### src/rtl/key_calc_ctrl.sv
`timescale 1ns/1ps
// key_calc_ctrl: keypad-driven four-digit add/subtract calculator controller.
// Accepts decoded key strobes, accumulates two operands, evaluates A+B or A-B
// on equals and flags results outside +/-9999 as an overflow error.
//
// Ports:
//   clk_i           system clock, all state changes on rising edge
//   rst_ni          synchronous reset, active-low
//   key_i[3:0]      key code: 0-9 digit, 10 minus, 11 plus, 12 equals, 13 escape
//   key_valid_i     one-cycle strobe qualifying key_i
//   value_o[14:0]   signed display value (A, B, R or 0 depending on state)
//   op_o[1:0]       pending operator: 0 none, 1 plus, 2 minus
//   err_o           overflow error flag
//   result_valid_o  one-cycle pulse when a result is registered
//   state_o[1:0]    current state: 0 S_A, 1 S_B, 2 S_RES, 3 S_ERR
module key_calc_ctrl (
   input  logic        clk_i,
   input  logic        rst_ni,
   input  logic [3:0]  key_i,
   input  logic        key_valid_i,
   output logic [14:0] value_o,
   output logic [1:0]  op_o,
   output logic        err_o,
   output logic        result_valid_o,
   output logic [1:0]  state_o
);

   localparam int unsigned KEY_W = 4;
   localparam int unsigned VAL_W = 15;
   localparam int unsigned SUM_W = 16;
   localparam int unsigned CNT_W = 3;
   localparam int unsigned OP_W  = 2;

   localparam logic [KEY_W-1:0] KEY_DIGIT_MAX = 4'd9;
   localparam logic [KEY_W-1:0] KEY_MINUS     = 4'd10;
   localparam logic [KEY_W-1:0] KEY_PLUS      = 4'd11;
   localparam logic [KEY_W-1:0] KEY_EQUALS    = 4'd12;
   localparam logic [KEY_W-1:0] KEY_ESC       = 4'd13;

   localparam logic [OP_W-1:0]  OP_NONE  = 2'd0;
   localparam logic [OP_W-1:0]  OP_PLUS  = 2'd1;
   localparam logic [OP_W-1:0]  OP_MINUS = 2'd2;

   localparam logic [CNT_W-1:0] MAX_DIGITS = 3'd4;

   localparam logic signed [SUM_W-1:0] POS_LIMIT = 16'sd9999;
   localparam logic signed [SUM_W-1:0] NEG_LIMIT = -16'sd9999;
   localparam logic signed [VAL_W-1:0] TEN       = 15'sd10;

   typedef enum logic [1:0] {
      S_A   = 2'd0,
      S_B   = 2'd1,
      S_RES = 2'd2,
      S_ERR = 2'd3
   } state_t;

   state_t                   state_q, state_d;
   logic signed [VAL_W-1:0]  a_q, a_d;
   logic signed [VAL_W-1:0]  b_q, b_d;
   logic signed [VAL_W-1:0]  r_q, r_d;
   logic [CNT_W-1:0]         cnt_q, cnt_d;
   logic [OP_W-1:0]          op_q, op_d;
   logic                     err_q, err_d;
   logic                     rv_q, rv_d;
   logic [VAL_W-1:0]         value_q, value_d;
   logic [OP_W-1:0]          op_out_q, op_out_d;

   // Key decode
   logic                     is_digit;
   logic                     is_opkey;
   logic [OP_W-1:0]          key_op;
   logic signed [VAL_W-1:0]  digit_val;

   assign is_digit  = (key_i <= KEY_DIGIT_MAX);
   assign is_opkey  = (key_i == KEY_MINUS) || (key_i == KEY_PLUS);
   assign key_op    = (key_i == KEY_PLUS) ? OP_PLUS : OP_MINUS;
   assign digit_val = $signed(VAL_W'(key_i));

   // Digit accumulation; operands under entry are never negative and the
   // four-digit cap keeps them within 9999, so 15 bits cannot wrap here.
   logic signed [VAL_W-1:0]  a_entry;
   logic signed [VAL_W-1:0]  b_entry;
   logic                     can_enter;

   assign a_entry   = a_q * TEN + digit_val;
   assign b_entry   = b_q * TEN + digit_val;
   assign can_enter = (cnt_q < MAX_DIGITS);

   // Evaluation in 16 bits so +/-19998 is range-checked without wrap-around
   logic signed [SUM_W-1:0]  a_ext;
   logic signed [SUM_W-1:0]  b_ext;
   logic signed [SUM_W-1:0]  sum;
   logic                     overflow;

   assign a_ext    = {a_q[VAL_W-1], a_q};
   assign b_ext    = {b_q[VAL_W-1], b_q};
   assign sum      = (op_q == OP_MINUS) ? (a_ext - b_ext) : (a_ext + b_ext);
   assign overflow = (sum > POS_LIMIT) || (sum < NEG_LIMIT);

   // Next-state and next-output logic
   always_comb begin
      state_d  = state_q;
      a_d      = a_q;
      b_d      = b_q;
      r_d      = r_q;
      cnt_d    = cnt_q;
      op_d     = op_q;
      err_d    = err_q;
      rv_d     = 1'b0;
      value_d  = '0;
      op_out_d = OP_NONE;

      if (key_valid_i) begin
         if (key_i == KEY_ESC) begin
            state_d = S_A;
            a_d     = '0;
            b_d     = '0;
            r_d     = '0;
            cnt_d   = '0;
            op_d    = OP_NONE;
            err_d   = 1'b0;
         end else begin
            case (state_q)
               S_A: begin
                  if (is_digit) begin
                     if (can_enter) begin
                        a_d   = a_entry;
                        cnt_d = cnt_q + 3'd1;
                     end
                  end else if (is_opkey) begin
                     op_d    = key_op;
                     b_d     = '0;
                     cnt_d   = '0;
                     state_d = S_B;
                  end
               end
               S_B: begin
                  if (is_digit) begin
                     if (can_enter) begin
                        b_d   = b_entry;
                        cnt_d = cnt_q + 3'd1;
                     end
                  end else if (is_opkey) begin
                     // Operator may only be changed before any B digit
                     if (cnt_q == '0) begin
                        op_d = key_op;
                     end
                  end else if (key_i == KEY_EQUALS) begin
                     r_d  = VAL_W'(sum);
                     rv_d = 1'b1;
                     if (overflow) begin
                        err_d   = 1'b1;
                        state_d = S_ERR;
                     end else begin
                        state_d = S_RES;
                     end
                  end
               end
               S_RES: begin
                  if (is_digit) begin
                     a_d     = digit_val;
                     cnt_d   = 3'd1;
                     op_d    = OP_NONE;
                     state_d = S_A;
                  end else if (is_opkey) begin
                     // Chain: the result becomes the new left operand
                     a_d     = r_q;
                     b_d     = '0;
                     cnt_d   = '0;
                     op_d    = key_op;
                     state_d = S_B;
                  end
               end
               default: begin
               end
            endcase
         end
      end

      // Display selection follows the state being entered
      case (state_d)
         S_A: begin
            value_d = a_d;
         end
         S_B: begin
            value_d  = b_d;
            op_out_d = op_d;
         end
         S_RES: begin
            value_d  = r_d;
            op_out_d = op_d;
         end
         default: begin
         end
      endcase
   end

   // State and output registers
   always_ff @(posedge clk_i) begin
      if (!rst_ni) begin
         state_q  <= S_A;
         a_q      <= '0;
         b_q      <= '0;
         r_q      <= '0;
         cnt_q    <= '0;
         op_q     <= OP_NONE;
         err_q    <= 1'b0;
         rv_q     <= 1'b0;
         value_q  <= '0;
         op_out_q <= OP_NONE;
      end else begin
         state_q  <= state_d;
         a_q      <= a_d;
         b_q      <= b_d;
         r_q      <= r_d;
         cnt_q    <= cnt_d;
         op_q     <= op_d;
         err_q    <= err_d;
         rv_q     <= rv_d;
         value_q  <= value_d;
         op_out_q <= op_out_d;
      end
   end

   assign value_o        = value_q;
   assign op_o           = op_out_q;
   assign err_o          = err_q;
   assign result_valid_o = rv_q;
   assign state_o        = state_q;

endmodule

### config.mk
export PLATFORM = sky130hd
export DESIGN_NAME = key_calc_ctrl
export DESIGN_NICKNAME = d
export VERILOG_FILES = /design/src/rtl/key_calc_ctrl.sv
export SDC_FILE = /design/constraint.sdc
export NUM_CORES = 1
export LEC_CHECK = 0
export BUFFER_PORTS_ARGS = -buffer_cell sky130_fd_sc_hd__buf_2
export CAP_MARGIN = 20
export CORE_ASPECT_RATIO = 1.75
export CORE_MARGIN = 1
export CORE_UTILIZATION = 45
export CTS_BUF_LIST = sky130_fd_sc_hd__clkbuf_8
export CTS_CLUSTER_DIAMETER = 50
export DETAILED_ROUTE_END_ITERATION = 8
export PLACE_DENSITY = 0.63
export RECOVER_POWER = 50
export SYNTH_ARGS = -nofsm -noshare
export SYNTH_HDL_FRONTEND = slang
export SYNTH_SLANG_ARGS = --single-unit
### constraint.sdc
create_clock -name clk_i -period 7.3 [get_ports clk_i]
set_clock_uncertainty 0.15 [all_clocks]
set_input_delay 2.19 -clock clk_i [delete_from_list [all_inputs] [get_ports clk_i]]
set_output_delay 2.19 -clock clk_i [all_outputs]
set_load 0.03 [all_outputs]
==> run_results.csv <==
group,metric,value,unit
synth,synth_area,6980,sq um
route,drc,0,
sta,holdWs,0.409,ns
route,via_count,6817,
worst_hold_path,hold_path_class,"register to register",
placed_design,place_hpwl,17.6,mm
final_layout,nets,976,
clock_network,clock-root-buffer,"clkbuf_8",
global_routing,antenna_found_initial,0,
setup_path,slowest_stage,"clkbuf_1",
synth,ys_ff_latch,71,
setup_path,rr_startpoint,"b_q[6]$_SDFF_PN0_",
synth,synth_seq_area_share,20.4,%
global_routing,grt_usage,28.9,%
power,p_leak,3.08,nW
floorplan,rows,59,
synth,synth-xor-area-share,7.15,%
worst_hold_path,whs_path_depth,2,
floorplan,fp.dieW,96.2,um
floorplan,die_h,167,um
synth,synth_simple_gate_area_share,23.4,%
route,post_drt_wl_per_cell,20.8,um
sta,slew_violations,0,
setup_path,reg2reg_setup_slack,1.54,ns
sta,rsz0062_at_grt,"false",
clock_network,ctsResizeCount,0,
route,viasPerCell,6.32,
setup_path,critPathLaunchType,"primary input",
final_layout,final_util,48.9,%
setup_path,required,7.47,ns
clock_network,cts_tree,"built",
clock_network,clk-insertion-delay-late,0.37,ns
floorplan,die_area,16000,sq um
clock_network,clkTransAtPathRegs,0.08,ns
synth,synth_warnings,0,
setup_path,path_cells,"clkbuf_1 -> nand2_1 -> nor2_1 -> nand2_1 -> o21ai_0 -> and3_1 -> o22ai_1 -> or3_1 -> ha_1 -> nand2b_1 -> o32a_1 -> a21bo_1",
synth,avgSynthCellArea,7.85,sq um
global_routing,grt_overflow,0,
setup_path,r2r_cells,18,
final_layout,multi_input_area,5220,sq um
placed_design,gp_congestion,0.908,
sta,setup_tns,0,ns
global_routing,grt_pass1_wl,35.4,mm
synth,async_reset_ff_share,0,%
final_layout,drive_gt1_share,5.14,%
sta,fmax,0.172,GHz
sta,hold_viol,0,
run,max_cap_violations,0,
setup_path,worstPathMaxFanout,15,
synth,netlist_instances,889,
setup_path,r2r-end,"value_o[14]$_SDFF_PN0_",
placed_design,numPortBuffers,27,
clock_network,cts-hold-fix-buffers,0,
clock_network,clockBufferDepth,2,
final_layout,n_fill_cell,1563,
final_layout,antenna_cells,0,
setup_path,worstPathArrival,5.98,ns
sta,post-route-period-util,79.6,%
synth,synth_fa_ha_area_share,14.7,%
synth,syn_nets,975,
global_routing,grt_pass1_vias,6782,
global_routing,grt_max_degree,41,
setup_path,max_stage_delay,0.62,ns
synth,synth_flop_cell,"dfxtp_1",
synth,synth-edff-count,0,
floorplan,core,15000,sq um
sta,setup_violations,0,
synth,synth_top_family_by_area,"compound AO/OA/AOI/OAI gates",
setup_path,path_class,"primary input to register",
clock_network,cts_htree_levels,3,
sta,min_period,5.81,ns
power,power_density,172,nW/um^2
route,firstDrtPassIters,6,
floorplan,ios,28,
synth,synthMuxAreaShare,0.896,%
outcome,status,"finished, final reports clean",
route,postRouteWirelength,22.4,mm
worst_hold_path,min_from,"r_q[1]$_SDFF_PN0_",
final_layout,seq_area,1420,sq um
worst_hold_path,whs_endpoint,"r_q[1]$_SDFF_PN0_",
sta,slew_headroom,28.3,%
route,ant_nets,0,
synth,synth_cell_types,81,
final_layout,syn_to_final_growth,5.02,%
clock_network,cts_setup_buffers,0,
floorplan,start_util,46.6,%
clock_network,cts_buffers,9,
setup_path,cp_common_cell,"nand2_1",
power,peakVddDrop,0.0000974,V
clock_network,cts_sinks,71,
setup_path,critPathCaptureType,"register",
synth,synth-compound-area-share,28.7,%
sta,worstMarginPinSlew,1.07,ns
route,first_iter_violations,448,
[how the worst max path moves through the flow]
stage | slack [ns] | start | end | cells past startpoint
floorplan | 2.40 | key_i[1] | value_o[14]$_SDFF_PN0_ | 12
global placement | 1.74 | key_i[2] | value_o[14]$_SDFF_PN0_ | 12
detailed placement | 1.63 | key_i[2] | value_o[14]$_SDFF_PN0_ | 12
CTS | 1.71 | b_q[6]$_SDFF_PN0_ | value_o[14]$_SDFF_PN0_ | 18
global route | 1.22 | b_q[6]$_SDFF_PN0_ | value_o[14]$_SDFF_PN0_ | 18
finish | 1.49 | key_i[2] | value_o[14]$_SDFF_PN0_ | 12
[layout by cell type, fill, tap and decap left out, types with 5 or more instances in the layout]
cell / count
nor2_1: 80
ha_1: 74
dfxtp_1: 71
nand2_1: 63
o21ai_0: 58
a21oi_1: 51
inv_1: 35
xnor2_1: 35
and2_1: 35
nor3_1: 24
clkbuf_1: 23
xor2_1: 22
a22o_1: 21
nand3_1: 19
nor2b_1: 17
o21a_1: 16
a21o_1: 13
a31oi_1: 13
and3_1: 13
a211oi_1: 11
a22oi_1: 10
o31ai_1: 9
o211ai_1: 9
clkbuf_8: 9
nand2b_1: 8
nor3b_1: 7
or3_1: 6
or2_2: 5
a2111oi_0: 5
a311oi_1: 5
a21boi_0: 5
nand4_1: 5
o211a_1: 5
a32oi_1: 5
nand4b_1: 5
fa_1: 5
buf_2: 5
[per-stage QoR]
step	cell area (sq um)	power, mW	std cells	setup WS (ns)
global route	7330	1.32	1078	1.22
detailed placement	7170	0.926	1062	1.63
global placement	7170	0.925	1062	1.74
floorplan	6980	0.802	889	2.40
CTS	7360	1.26	1078	1.71
finish	7330	1.26	1078	1.49
[metal layers]
layer	global-route usage [%]	wire length, um	vias up
met1	30.7	8510	3244
met3	3.70	819	70
li1	-	-	3296
met2	52.4	11900	207
met5	0	0	-
met4	17.1	1210	0
[registers in the layout (all words and copies together), names as in the netlist]
name and cells:
b_q 15, value_o 15, op_q 2, state_o 2, cnt_q 3, op_o 2
r_q 15, err_o 1, a_q 15, result_valid_o 1
[report_power, final]
part | total (mW) | switching (mW) | internal (mW)
Sequential | 0.432 | 0.0262 | 0.406
Clock | 0.335 | 0.177 | 0.158
Combinational | 0.495 | 0.307 | 0.188
[synthesized netlist by cell type, drive strengths merged, types with 4 or more instances]
library cell	number	area, sq um
clkbuf	39	186
nor2b	18	120
nand4b	5	43.8
a22o	21	184
or3	6	37.5
o31ai	10	88.8
a2111oi	5	43.8
a21o	13	97.6
nor3b	7	52.6
o21ai	62	310
a222oi	4	40.0
o211a	5	50.1
xnor2	35	307
or2	5	31.3
o211ai	9	67.6
and2	40	253
o221ai	4	35.0
and3	13	81.3
a32oi	5	43.8
a211o	4	35.0
nand2b	8	50.1
nand2	63	236
a211oi	11	82.6
inv	34	128
nor3	25	130
a31oi	13	81.3
xor2	22	193
fa	5	100
a21boi	6	45.1
a311oi	5	43.8
ha	74	926
o22ai	4	25.0
mux2i	4	40.0
a21oi	52	264
o21a	16	120
nand4	5	31.3
nor2	80	300
a22oi	10	75.1
dfxtp	71	1420
nand3	20	105
[worst max-delay path: cells and delay by family]
family	cells	cell delay, ns
compound gates	4	0.94
fa+ha+maj	1	0.22
buf+inv	1	0.62
simple gates	6	2.00
[kinds of logic (layout without fill, tap and decap cells)]
group	after synthesis	in the layout
flops	71	71
mux	6	6
simple gates	314	314
fa+ha+maj	79	79
buf+inv	75	81
xor+xnor	57	57
compound gates	287	287
[layout make-up]
class,count,share of cell area [%]
multi-input cells,743,71.2
flip-flops and latches,71,19.4
well taps,183,3.12
repair buffers,31,1.83
inverters,34,1.74
clock buffers,9,1.69
clock inverters,7,1.01
Power figures use the tool's default switching activity.
